[src/rtl/chess_link_pkg.sv]
// Shared definitions for the board-to-board move link (rx now, tx later):
// frame marker, payload bit layout and the receive framer states.
package chess_link_pkg;
  localparam logic [7:0] LINK_HDR_BYTE    = 8'hA5;
  localparam int unsigned LINK_FRAME_BYTES = 3;

  localparam int unsigned PAY_PICK    = 7;
  localparam int unsigned PAY_TURN    = 6;
  localparam int unsigned PAY_POS_MSB = 5;

  typedef enum bit [1:0] {HUNT, GOT_HDR, GOT_PAY} LINK_RX_STATE_T;
endpackage

[src/rtl/move_link_rx_if.sv]
// Byte input from uart_rx and the opponent-facing levels toward game logic.
interface move_link_rx_if;
  logic [7:0] rx_data;
  logic       rx_valid;
  logic       oponent_pick;
  logic [5:0] oponent_position;
  logic       begin_turn;
  logic       set_player;
  logic       frame_ok;
  logic       frame_err;

  modport slave (
    input  rx_data, rx_valid,
    output oponent_pick, oponent_position, begin_turn, set_player, frame_ok, frame_err
  );
  modport master (
    output rx_data, rx_valid,
    input  oponent_pick, oponent_position, begin_turn, set_player, frame_ok, frame_err
  );
endinterface

[src/rtl/link_watchdog.sv]
// Inter-byte idle timer: one-cycle expired pulse after TIMEOUT_CYCLES-1 idle
// clocks while enabled; a kick in the expiry cycle wins over the timeout.
module link_watchdog #(
  parameter int unsigned TIMEOUT_CYCLES = 650_000
) (
  input  logic clk,
  input  logic rst_n,
  input  logic enable,
  input  logic kick,
  output logic expired
);
  localparam int unsigned CW = $clog2(TIMEOUT_CYCLES + 1);
  localparam logic [CW-1:0] LAST = CW'(TIMEOUT_CYCLES - 1);
  localparam logic [CW-1:0] SAT  = CW'(TIMEOUT_CYCLES);

  logic [CW-1:0] r_cnt;

  // Parks one past LAST so expiry can fire only once even if enable lingers.
  always_ff @(posedge clk or negedge rst_n) begin
    if (!rst_n)                r_cnt <= '0;
    else if (kick || !enable)  r_cnt <= '0;
    else if (r_cnt != SAT)     r_cnt <= r_cnt + 1'b1;
  end

  assign expired = enable && !kick && (r_cnt == LAST);
endmodule

[src/rtl/move_link_rx.sv]
// Move-link receive framer: HDR, payload, ~payload -> held opponent levels.
// MOVE_LINK_CHECK_EN enables check-byte validation; otherwise byte2 is only consumed.
module move_link_rx
  import chess_link_pkg::*;
#(
  parameter int unsigned CLK_HZ         = 65_000_000,
  parameter int unsigned TIMEOUT_CYCLES = CLK_HZ / 100,
  parameter logic [7:0]  HDR_BYTE       = LINK_HDR_BYTE
) (
  input  logic           clk,
  input  logic           rst_n,
  move_link_rx_if.slave  link
);
  LINK_RX_STATE_T r_state, w_state_nxt;
  logic [7:0] r_pay;
  logic       r_pick, r_turn, r_set, r_ok, r_err;
  logic [5:0] r_pos;
  logic       w_commit, w_err, w_latch, w_expired, w_chk_bad, w_wd_en;

  assign w_wd_en = (r_state != HUNT);

  link_watchdog #(.TIMEOUT_CYCLES(TIMEOUT_CYCLES)) u_wdog (
    .clk     (clk),
    .rst_n   (rst_n),
    .enable  (w_wd_en),
    .kick    (link.rx_valid),
    .expired (w_expired)
  );

`ifdef MOVE_LINK_CHECK_EN
  assign w_chk_bad = (link.rx_data != ~r_pay);
`else
  assign w_chk_bad = 1'b0;
`endif

  always_ff @(posedge clk or negedge rst_n) begin
    if (!rst_n) r_state <= HUNT;
    else        r_state <= w_state_nxt;
  end

  // A header value inside the payload slot is data; only a failed check byte resyncs.
  always_comb begin
    w_state_nxt = r_state;
    w_commit    = 1'b0;
    w_err       = 1'b0;
    w_latch     = 1'b0;
    if (link.rx_valid) begin
      case (r_state)
        HUNT:    if (link.rx_data == HDR_BYTE) w_state_nxt = GOT_HDR;
        GOT_HDR: begin
          w_latch     = 1'b1;
          w_state_nxt = GOT_PAY;
        end
        GOT_PAY: begin
          if (w_chk_bad) begin
            w_err       = 1'b1;
            w_state_nxt = (link.rx_data == HDR_BYTE) ? GOT_HDR : HUNT;
          end else begin
            w_commit    = 1'b1;
            w_state_nxt = HUNT;
          end
        end
        default: w_state_nxt = HUNT;
      endcase
    end else if (w_expired) begin
      w_err       = 1'b1;
      w_state_nxt = HUNT;
    end
  end

  // begin_turn resets high to match the consumer's prev_begin_turn.
  always_ff @(posedge clk or negedge rst_n) begin
    if (!rst_n) begin
      r_pay  <= '0;
      r_pick <= 1'b0;
      r_turn <= 1'b1;
      r_pos  <= '0;
      r_set  <= 1'b0;
      r_ok   <= 1'b0;
      r_err  <= 1'b0;
    end else begin
      r_ok  <= w_commit;
      r_err <= w_err;
      if (w_latch) r_pay <= link.rx_data;
      if (w_commit) begin
        r_pick <= r_pay[PAY_PICK];
        r_turn <= r_pay[PAY_TURN];
        r_pos  <= r_pay[PAY_POS_MSB:0];
        r_set  <= 1'b1;
      end
    end
  end

  assign link.oponent_pick     = r_pick;
  assign link.oponent_position = r_pos;
  assign link.begin_turn       = r_turn;
  assign link.set_player       = r_set;
  assign link.frame_ok         = r_ok;
  assign link.frame_err        = r_err;
endmodule

[src/flat_wrapper.sv]
// flat-port wrapper written by rule: the top's interface ports become plain ports
module move_link_rx_flat import chess_link_pkg::*;
#(
  parameter int unsigned CLK_HZ         = 65_000_000,
  parameter int unsigned TIMEOUT_CYCLES = CLK_HZ / 100,
  parameter logic [7:0]  HDR_BYTE       = LINK_HDR_BYTE
)
  (clk, rst_n, link_rx_data, link_rx_valid, link_oponent_pick, link_oponent_position, link_begin_turn, link_set_player, link_frame_ok, link_frame_err);
  move_link_rx_if link_i ();
  input  logic clk;
  input  logic rst_n;
  input wire logic [$bits(link_i.rx_data)-1:0] link_rx_data;
  input wire logic [$bits(link_i.rx_valid)-1:0] link_rx_valid;
  output wire logic [$bits(link_i.oponent_pick)-1:0] link_oponent_pick;
  output wire logic [$bits(link_i.oponent_position)-1:0] link_oponent_position;
  output wire logic [$bits(link_i.begin_turn)-1:0] link_begin_turn;
  output wire logic [$bits(link_i.set_player)-1:0] link_set_player;
  output wire logic [$bits(link_i.frame_ok)-1:0] link_frame_ok;
  output wire logic [$bits(link_i.frame_err)-1:0] link_frame_err;
  assign link_i.rx_data = link_rx_data;
  assign link_i.rx_valid = link_rx_valid;
  assign link_oponent_pick = link_i.oponent_pick;
  assign link_oponent_position = link_i.oponent_position;
  assign link_begin_turn = link_i.begin_turn;
  assign link_set_player = link_i.set_player;
  assign link_frame_ok = link_i.frame_ok;
  assign link_frame_err = link_i.frame_err;
  move_link_rx #(.CLK_HZ(CLK_HZ), .TIMEOUT_CYCLES(TIMEOUT_CYCLES), .HDR_BYTE(HDR_BYTE)) u_core (.clk(clk), .rst_n(rst_n), .link(link_i));
endmodule
[config.mk]
export PLATFORM = sky130hd
export DESIGN_NAME = move_link_rx_flat
export DESIGN_NICKNAME = d
export VERILOG_FILES = /design/src/rtl/chess_link_pkg.sv /design/src/rtl/move_link_rx_if.sv /design/src/rtl/link_watchdog.sv /design/src/rtl/move_link_rx.sv /design/src/flat_wrapper.sv
export SDC_FILE = /design/constraint.sdc
export NUM_CORES = 1
export LEC_CHECK = 0
export CAP_MARGIN = 10
export CORE_MARGIN = 5
export CORE_UTILIZATION = 50
export DETAILED_ROUTE_END_ITERATION = 16
export PLACE_DENSITY = 0.81
export REMOVE_ABC_BUFFERS = 1
export SKIP_LAST_GASP = 1
export SLEW_MARGIN = 15
export SYNTH_ARGS = -nofsm -noshare
export SYNTH_HDL_FRONTEND = slang
export SYNTH_HIERARCHICAL = 1
export SYNTH_SLANG_ARGS = --single-unit
[constraint.sdc]
create_clock -name clk -period 3.1 [get_ports clk]
set_input_delay 0.62 -clock clk [delete_from_list [all_inputs] [get_ports clk]]
set_output_delay 0.62 -clock clk [all_outputs]
set_load 0.01 [all_outputs]
==> results.cfg <==
[detailed_routing]
wirelength_um = 4090
firstDrtPassIters = 4
route.detailed.drc = 0
postRouteAntennaNets = 0
vias = 1440
first_iter_violations = 71
vias_per_cell = 5.81
wl_per_cell_um = 16.5

[run_status]
status = complete, no violations

[timing]
finalSetupViolations = 0
hold_viol_final = 0
final_max_slew_viol_count = 0
finClkSkew_ps = 9.52
tightestPinTransition_ps = 894
fin_crit_ps = 2020
period_share_pct = 65.2
tns_ps = 0
rsz0062_at_grt = false
fmax_ghz = 0.495
setup_ws_ps = 1080
max_slew_margin_pct = 40.4

[pwr]
power_frac_clock_pct = 41.8
leakage_nw = 1.03
power_frac_seq_pct = 54.2
p_int_uw = 804
vdd_drop_max_v = 0.000203
netSwitchingFraction_pct = 20.1
pwr_density_cell_nw_per_um2 = 432
power_switching_uw = 202
p_comb_share_pct = 4.0

[worst_setup_path]
path_cells = clkdlybuf4s50_1, nand2b_1, buf_4, nor4_1, nor2_1, nand2_1, nand2_1
cp-start-kind = primary input
cp_max_fo = 20
worst-path-buf-inv = 2
setup.worst_path.end_class = flip-flop
r2r_end = u_core/r_state[1]
critPathMostFrequentCell = nand2_1
r2r_slack_ps = 1120
crit_family = simple AND/OR/NAND/NOR gates
r2r_start = u_core/u_wdog/r_cnt[17]
critical_path_required_ps = 3270
crit_path_top_delay_cell = clkdlybuf4s50_1
reg2reg_depth = 6
path_class = primary input to flip-flop
cpPeakStageDelay_ps = 540
arrival_ps = 2190

[logic_synthesis]
synth_warnings = 6
synth_top_area_share_pct = 50.5
synth_commonest_cells = 40 x dfrtp_1, 17 x nor2_1, 16 x mux2_2
synth_top_cell_by_area = dfrtp_1
synthTopCellsByArea = dfrtp_1 51%, mux2_2 9.1%, nor2_1 3.2%
synth.cell_area_um2 = 1980
syn_inst = 175
yosysSeqAreaShare_pct = 51.9
avgSynthCellArea_um2 = 11.3
ys_async_sr_fraction_pct = 100
synth_seq_cells = 41
yosys_most_used_dff = dfrtp_1
synth_edf_count = 0
yosys.cell_types.count = 40
yosysMostFrequentCell = dfrtp_1

[global_routing]
grt_pass1_vias = 1505
grt_pass1_wl_um = 6870
grt_start_max_net_pins = 42
antenna_found_initial = 0
grt_util_all_layers_pct = 17.1
grt.overflow.total = 0

[cells_and_area]
layout-drive-gt1-share_pct = 19.0
final_core_util_pct = 62.3
n_antenna_cell = 0
syn_to_final_growth_pct = 17.7
fill_cells = 309
nets = 212

[worst_hold_path]
min_path_type = primary input to async pin

[floorplanning]
dieArea_um2 = 5320
io_pins = 22
die_h_um = 72.9
row_count = 22
die_x_um = 72.9
fp.coreArea_um2 = 3740
start_util_pct = 52.9

[run]
maxCapViolations = 0

[clocking]
cts_made_buffers = 5
cts_max_level = 2
cts.sinks = 41
clkSlewWorstSetupHoldPaths_ps = 80
clk-insertion-delay-late_ps = 290
cts.repair.resized = 0
clockBufferDepth = 2
cts_hold_buf = 0
root_buffer = clkbuf_8
cts_tree = yes
cts_setup_buffers = 0

[placed_design]
port_buffers = 21
hpwl_um = 2960
gp_congestion = 0.868
pre_cts_ws_ps = 822
-- power by group through the flow --
| stage | clock [mW] | combinational [mW] | sequential [mW] |
|---|---|---|---|
| finish | 0.420 | 0.0403 | 0.546 |
| global route | 0.456 | 0.0452 | 0.547 |
| detailed placement | 0 | 0.0411 | 0.557 |
| CTS | 0.433 | 0.0414 | 0.546 |
| global placement | 0 | 0.0390 | 0.556 |
| floorplan | 0 | 0.00920 | 0.556 |
-- sequential cells by signal (all words and copies together), names as in the netlist --
| register | cells |
|---|---|
| u_core/link.begin_turn | 1 |
| u_core/link.frame_err | 1 |
| u_core/r_state | 2 |
| u_core/link.set_player | 1 |
| u_core/u_wdog/r_cnt | 20 |
| u_core/r_pay | 8 |
| u_core/link.oponent_position | 6 |
| u_core/link.frame_ok | 1 |
| u_core/link.oponent_pick | 1 |
-- worst reg2reg max path: stages (launching register included) --
cell and delay [ps]:
dfrtp_1 460, nor4_1 400, nand4_1 260, nor4_1 500, nor2_1 90, nand2_1 100
nand2_1 60
-- per-layer routing --
| layer | vias to the layer above | part of all wire [%] | global-route usage [%] |
|---|---|---|---|
| met3 | 16 | 4.2 | 4.68 |
| met2 | 47 | 51 | 28.7 |
| met4 | 0 | 3.3 | 9.43 |
| met1 | 708 | 41 | 19.6 |
| li1 | 669 | - | - |
| met5 | - | 0 | 0 |
-- cell usage in the layout (no fill, tap or decap), drive strengths merged, types with 2 or more instances in the layout --
master	n
or3	2
buf	2
nor4	8
and4	2
nand2b	2
nor2	17
mux2	16
a21oi	7
nand3	8
nand2	9
clkdlybuf4s50	20
nand3b	2
nor4bb	2
o21ai	5
and3	3
nor3	6
xnor2	7
inv	7
ha	2
a31o	3
xor2	5
dfrtp	40
nand4	8
or2b	2
clkbuf	6
-- final cells by class --
type,instances,area [um^2],area share [%]
Multi-Input combinational cell,122,893,38.3
Clock inverter,2,38.8,1.66
Tap cell,48,60.1,2.58
Timing Repair Buffer,22,213,9.13
Clock buffer,6,72.6,3.11
Sequential cell,41,1030,44.1
Inverter,7,26.3,1.13
-- how the worst max path moves through the flow --
stage | start | endpoint | slack [ps] | cells after the start
2_1_floorplan | link_rx_valid | u_core/r_state[0] | 1470 | 4
3_3_place_gp | link_rx_valid | u_core/r_state[0] | 930 | 6
3_5_place_dp | link_rx_valid | u_core/r_state[1] | 820 | 7
4_1_cts | u_core/link.begin_turn | link_begin_turn | 1110 | 1
5_1_grt | link_rx_valid | u_core/r_state[1] | 1060 | 7
6_report | link_rx_valid | u_core/r_state[1] | 1080 | 7
-- cell families (layout without fill, tap and decap cells) --
kind of cell             after synthesis  count (layout)  share of synthesized area [%]
buffers and inverters                 12              37                           3.03
XOR/XNOR                              12              12                           5.31
AO/OA/AOI/OAI                         16              16                           4.74
flip-flops                            41              41                           51.9
multiplexers                          17              17                           9.60
adder cells (fa/ha/maj)                2               2                           1.26
AND/OR/NAND/NOR                       75              75                           24.2
-- stage by stage --
| stage | hold WS (ps) | area, um^2 | instances | power [mW] |
|---|---|---|---|---|
| after floorplan | 324 | 1950 | 170 | 0.565 |
| after global placement | 446 | 2220 | 240 | 0.595 |
| after detailed placement | 459 | 2220 | 240 | 0.598 |
| after CTS | 471 | 2330 | 248 | 1.02 |
| after global routing | 510 | 2330 | 248 | 1.05 |
| final | 448 | 2330 | 248 | 1.01 |
No activity file was read; power rests on OpenSTA's default activity.
==> edit 1, RTL diff (same settings) <==
Build with the macro `MOVE_LINK_CHECK_EN` defined.
--- a/src/rtl/move_link_rx.sv
+++ b/src/rtl/move_link_rx.sv
@@ -1,4 +1,6 @@
 // Move-link receive framer: HDR, payload, ~payload -> held opponent levels.
 // MOVE_LINK_CHECK_EN enables check-byte validation; otherwise byte2 is only consumed.
+`define MOVE_LINK_CHECK_EN
+
 module move_link_rx
   import chess_link_pkg::*;
Behaviour: not the same (Yosys sat finds a counterexample within 4 cycles, from zero or initial values and one cycle with rst_n low).
==> edit 1 against the unedited design <==
Sequential cell count did not move. Routed wire length fell by 0.37%. Non-clock buffer count did not move. Total power fell by 6.0%. Critical path type unchanged. Setup slack got worse by 250 ps. Cell area rose by 3.3%. Count of clock-buffer cells in the layout fell by 1. Sequential power barely moved. Via count rose by 3.5%. Area after synthesis rose by 4.8%. Clock skew fell by 3.5 ps.
==> edit 1: results (changes against the unedited design) <==
CP max FO 10 (was 20); Clock Path Buffers 2 (unchanged); root buffer cell clkbuf_8 (unchanged); worst path arrival time 2460 ps (was 2190 ps); grt total ovfl 0 (unchanged); peak supply drop 0.3182 mV (was 0.2034 mV); Mapped Avg Cell Area 11.04 µm² (was 11.32 µm²); Cell variety after synth 42 (was 40); max reg flops 20 (unchanged); Tmin final 2269 ps (was 2020 ps); largest net degree at the start of global routing 42 (unchanged); Hold Crit Class primary input to asynchronous set/reset pin (unchanged); DRT iter0 DRCs 119 (was 71); CTS H-tree depth 2 (unchanged); Final HPWL DP 2870 µm (was 2955 µm); Clock power frac 37.5% (was 41.8%); LEAKAGE 1.056 nW (was 1.028 nW); vias in the first global route 1498 (was 1505); Wirelength per Cell 15.49 µm (was 16.49 µm); Tightest Pin Transition 894.7 ps (was 893.6 ps); Post-CTS Resized 0 (unchanged); PD cells 392.8 nW/µm² (was 431.8 nW/µm²); nets 225 (was 212); pre-CTS setup slack 510.9 ps (was 822.3 ps); synth warn 6 (unchanged); delay-heaviest family, CP simple AND/OR/NAND/NOR gates (unchanged); Synth area leaders dfrtp_1, mux2_2, xor2_1 (was dfrtp_1, mux2_2, nor2_1); worst clock skew 6.017 ps (was 9.524 ps); Reg-to-Reg Start u_core/u_wdog/r_cnt[17] (unchanged); layout cells sized above 1 18.78% (was 19.00%); I/O Buffers 21 (unchanged); async set-reset flop share out of synthesis 100.0% (unchanged); top-area cell type share of the netlist area 48.22% (was 50.54%); # placed instances 255 (was 240); total global-route track usage 17.03% (was 17.07%); switching power 0.2251 mW (was 0.2022 mW); initial antenna violation count 0 (unchanged); Largest Register u_core/u_wdog/r_cnt (unchanged); register area share after synthesis 49.49% (was 51.86%); WL final 4074 µm (was 4089 µm); Placer Congestion 0.7980 (was 0.8683); worst r2r dst u_core/r_state[0] (was u_core/r_state[1]); cell area after placement 2317 µm² (was 2220 µm²); Comb power frac 4.8% (was 4.0%); R2R cell count 6 (unchanged); Critical Path Sink u_core/link.oponent_position[0] (was u_core/r_state[1]); first-pass GRT wire length 7038 µm (was 6872 µm); drt first pass iters 4 (unchanged); reg-to-reg slack, setup 1240 ps (was 1120 ps); Setup crit start link_rx_data[5] (was link_rx_valid); Largest stage delay, worst path 510 ps (was 540 ps); status completed (unchanged); via/cell ratio 5.669 (was 5.806); ant diodes 0 (unchanged); Synth top cells by count dfrtp_1, nor2_1, mux2_2 (unchanged)
[edit 1: cell count changes after synthesis, sizes merged, moves of 2 or more]
cell / unedited run / this run
xor2: 5 / 13
nor3: 6 / 8
nor4bb: 2 / 0
or2: 0 / 2
or2b: 2 / 0
[edit 1: worst min path at each step]
stage	from	endpoint	slack (ps)	depth (start not counted)
final	rst_n	u_core/u_wdog/r_cnt[3]	440	1
after global placement	u_core/link.set_player	u_core/link.set_player	460	1
after global routing	u_core/link.set_player	u_core/link.set_player	490	1
after floorplan	rst_n	u_core/link.frame_err	320	0
after detailed placement	u_core/link.set_player	u_core/link.set_player	460	1
after CTS	rst_n	u_core/u_wdog/r_cnt[12]	460	1
[edit 1: metal layers]
layer | wire length [µm] | share of wire [%] | track usage (%)
met5 | 0 | 0 | 0
met4 | 67 | 1.6 | 7.905
met3 | 224 | 5.5 | 5.270
met2 | 2001 | 49 | 25.76
met1 | 1781 | 44 | 22.37
[edit 1: area by class of cell]
| cell class | instances | area (µm²) |
|---|---|---|
| Fill cell | 343 | 1592 |
| Clock inverter | 3 | 22.52 |
| Multi-Input combinational cell | 135 | 988.4 |
| Timing Repair Buffer | 22 | 212.7 |
| Inverter | 7 | 26.28 |
| Tap cell | 50 | 62.56 |
| Clock buffer | 5 | 68.82 |
| Sequential cell | 41 | 1027 |
[edit 1: cells by family (layout without fill, tap and decap cells)]
kind of cell / count (synthesis) / in the layout / share of synthesized area (%)
and+or+nand+nor: 79 / 79 / 23.99
muxes: 17 / 17 / 9.162
DFF: 41 / 41 / 49.49
adders and majority gates: 2 / 2 / 1.205
xor gates and xnor gates: 20 / 20 / 8.439
buffers and inverters: 12 / 37 / 2.893
AOI/OAI and AO/OA: 17 / 17 / 4.822
==> edit 2, RTL diff (same flow settings) <==
Made on the original files. Make the reset (`rst_n`) synchronous in 3 clocked blocks.
--- a/src/rtl/link_watchdog.sv
+++ b/src/rtl/link_watchdog.sv
@@ -17,5 +17,5 @@
 
   // Parks one past LAST so expiry can fire only once even if enable lingers.
-  always_ff @(posedge clk or negedge rst_n) begin
+  always_ff @(posedge clk) begin
     if (!rst_n)                r_cnt <= '0;
     else if (kick || !enable)  r_cnt <= '0;
--- a/src/rtl/move_link_rx.sv
+++ b/src/rtl/move_link_rx.sv
@@ -34,5 +34,5 @@
 `endif
 
-  always_ff @(posedge clk or negedge rst_n) begin
+  always_ff @(posedge clk) begin
     if (!rst_n) r_state <= HUNT;
     else        r_state <= w_state_nxt;
@@ -70,5 +70,5 @@
 
   // begin_turn resets high to match the consumer's prev_begin_turn.
-  always_ff @(posedge clk or negedge rst_n) begin
+  always_ff @(posedge clk) begin
     if (!rst_n) begin
       r_pay  <= '0;
Function: differs if rst_n is asserted again (counterexample within 4 cycles, from zero or initial values and one cycle with rst_n low); with rst_n held inactive, the same outputs for 10 cycles.
==> edit 2 against the unedited design <==
Critical path depth is 4 lower. Non-clock buffer count is 1 lower. Routed wire length is 17% lower. Largest power group unchanged. Maximum frequency is 0.98% higher. Area after synthesis is 8.0% lower. Critical path type unchanged. Total power is 13% lower. Clock skew is 7.8 ps lower. Setup slack better by 20 ps. Cell area is 8.7% lower. Critical endpoint is now u_core/u_wdog/r_cnt[18]. Sequential cell count stayed put.
==> edit 2: results (changes against the unedited design) <==
Cell variety after synth 41 (was 40); worst clock skew 1.697 ps (was 9.524 ps); met1 Track Usage GR 18.43% (was 19.58%); LEAKAGE 0.8080 nW (was 1.028 nW); top cell category multi-input combinational cells (was sequential cells); hold_ws 460.2 ps (was 447.5 ps); CP max FO 19 (was 20); Inverters 7 (unchanged); mux contribution to synthesized area 8.785% (was 9.602%); layout filler cell count 321 (was 309); CTS H-tree depth 2 (unchanged); cell area after placement 2046 µm² (was 2220 µm²); grt met2 use 24.84% (was 28.66%); met3 usage 3.022% (was 4.683%); met2 wire len 1632 µm (was 2096 µm); total global-route track usage 15.04% (was 17.07%); post-synthesis xor/xnor area fraction 4.804% (was 5.306%); Final Worst Setup Slack 1099 ps (was 1080 ps); # placed instances 257 (was 240); # clk buffers 6 (unchanged); WL final 3404 µm (was 4089 µm); status completed (unchanged); via count 1411 (was 1440); Met1 Wirelength 1596 µm (was 1684 µm); async set-reset flop share out of synthesis 0% (was 100.0%); layout overhead on the synthesized area 16.75% (was 17.69%); Final HPWL DP 2432 µm (was 2955 µm); Synth top cells by count dfxtp_1, nor2_1, mux2i_1 (was dfrtp_1, nor2_1, mux2_2); first-pass GRT wire length 6092 µm (was 6872 µm); Register Area 820.8 µm² (was 1027 µm²); vias in the first global route 1409 (was 1505); Synth area leaders dfxtp_1, mux2i_1, nor2_1 (was dfrtp_1, mux2_2, nor2_1); ClkCell Share 3.880% (was 4.777%); Signal buffers 21 (was 22); layout cells sized above 1 6.912% (was 19.00%); register area share after synthesis 45.02% (was 51.86%); top_reg_cell synth dfxtp_1 (was dfrtp_1); Non-clock buffer share 9.877% (was 9.125%); largest net degree at the start of global routing 21 (was 42); met3 wire len 98 µm (was 172 µm); area occupied by multi-input gates 928.4 µm² (was 893.4 µm²); Synth Area in Adders 1.373% (was 1.263%); comb_multi_in 140 (was 122); Compound-Gate Fraction of Synth Area 6.589% (was 4.738%); nets 229 (was 212); Hold Crit Class flip-flop to flip-flop (was primary input to asynchronous set/reset pin); Synth Instances 195 (was 175); via/cell ratio 5.325 (was 5.806)
-- edit 2: power by group --
part,switching [mW],internal (mW)
logic,0.00971,0.0135
registers,0.0000648,0.526
clock network,0.174,0.156
-- edit 2: critical path, stage by stage --
cell and delay [ps]:
clkdlybuf4s50_1 500, nand3b_1 640, nor4_1 420
-- edit 2: cell families after synthesis --
logic type      after synthesis
compound gates               21
xor+xnor                     10
fa+ha+maj                     2
buf+inv                      14
flops                        41
mux                          16
simple gates                 91
-- edit 2: path summary, 6_finish.rpt --
| kind | start | endpoint | cells past startpoint |
|---|---|---|---|
| max | link_rx_valid | u_core/u_wdog/r_cnt[18] | 3 |
| min reg2reg | u_core/link.set_player | u_core/link.set_player | 2 |
| max reg2reg | u_core/u_wdog/r_cnt[1] | u_core/u_wdog/r_cnt[16] | 5 |
| min | u_core/link.set_player | u_core/link.set_player | 2 |
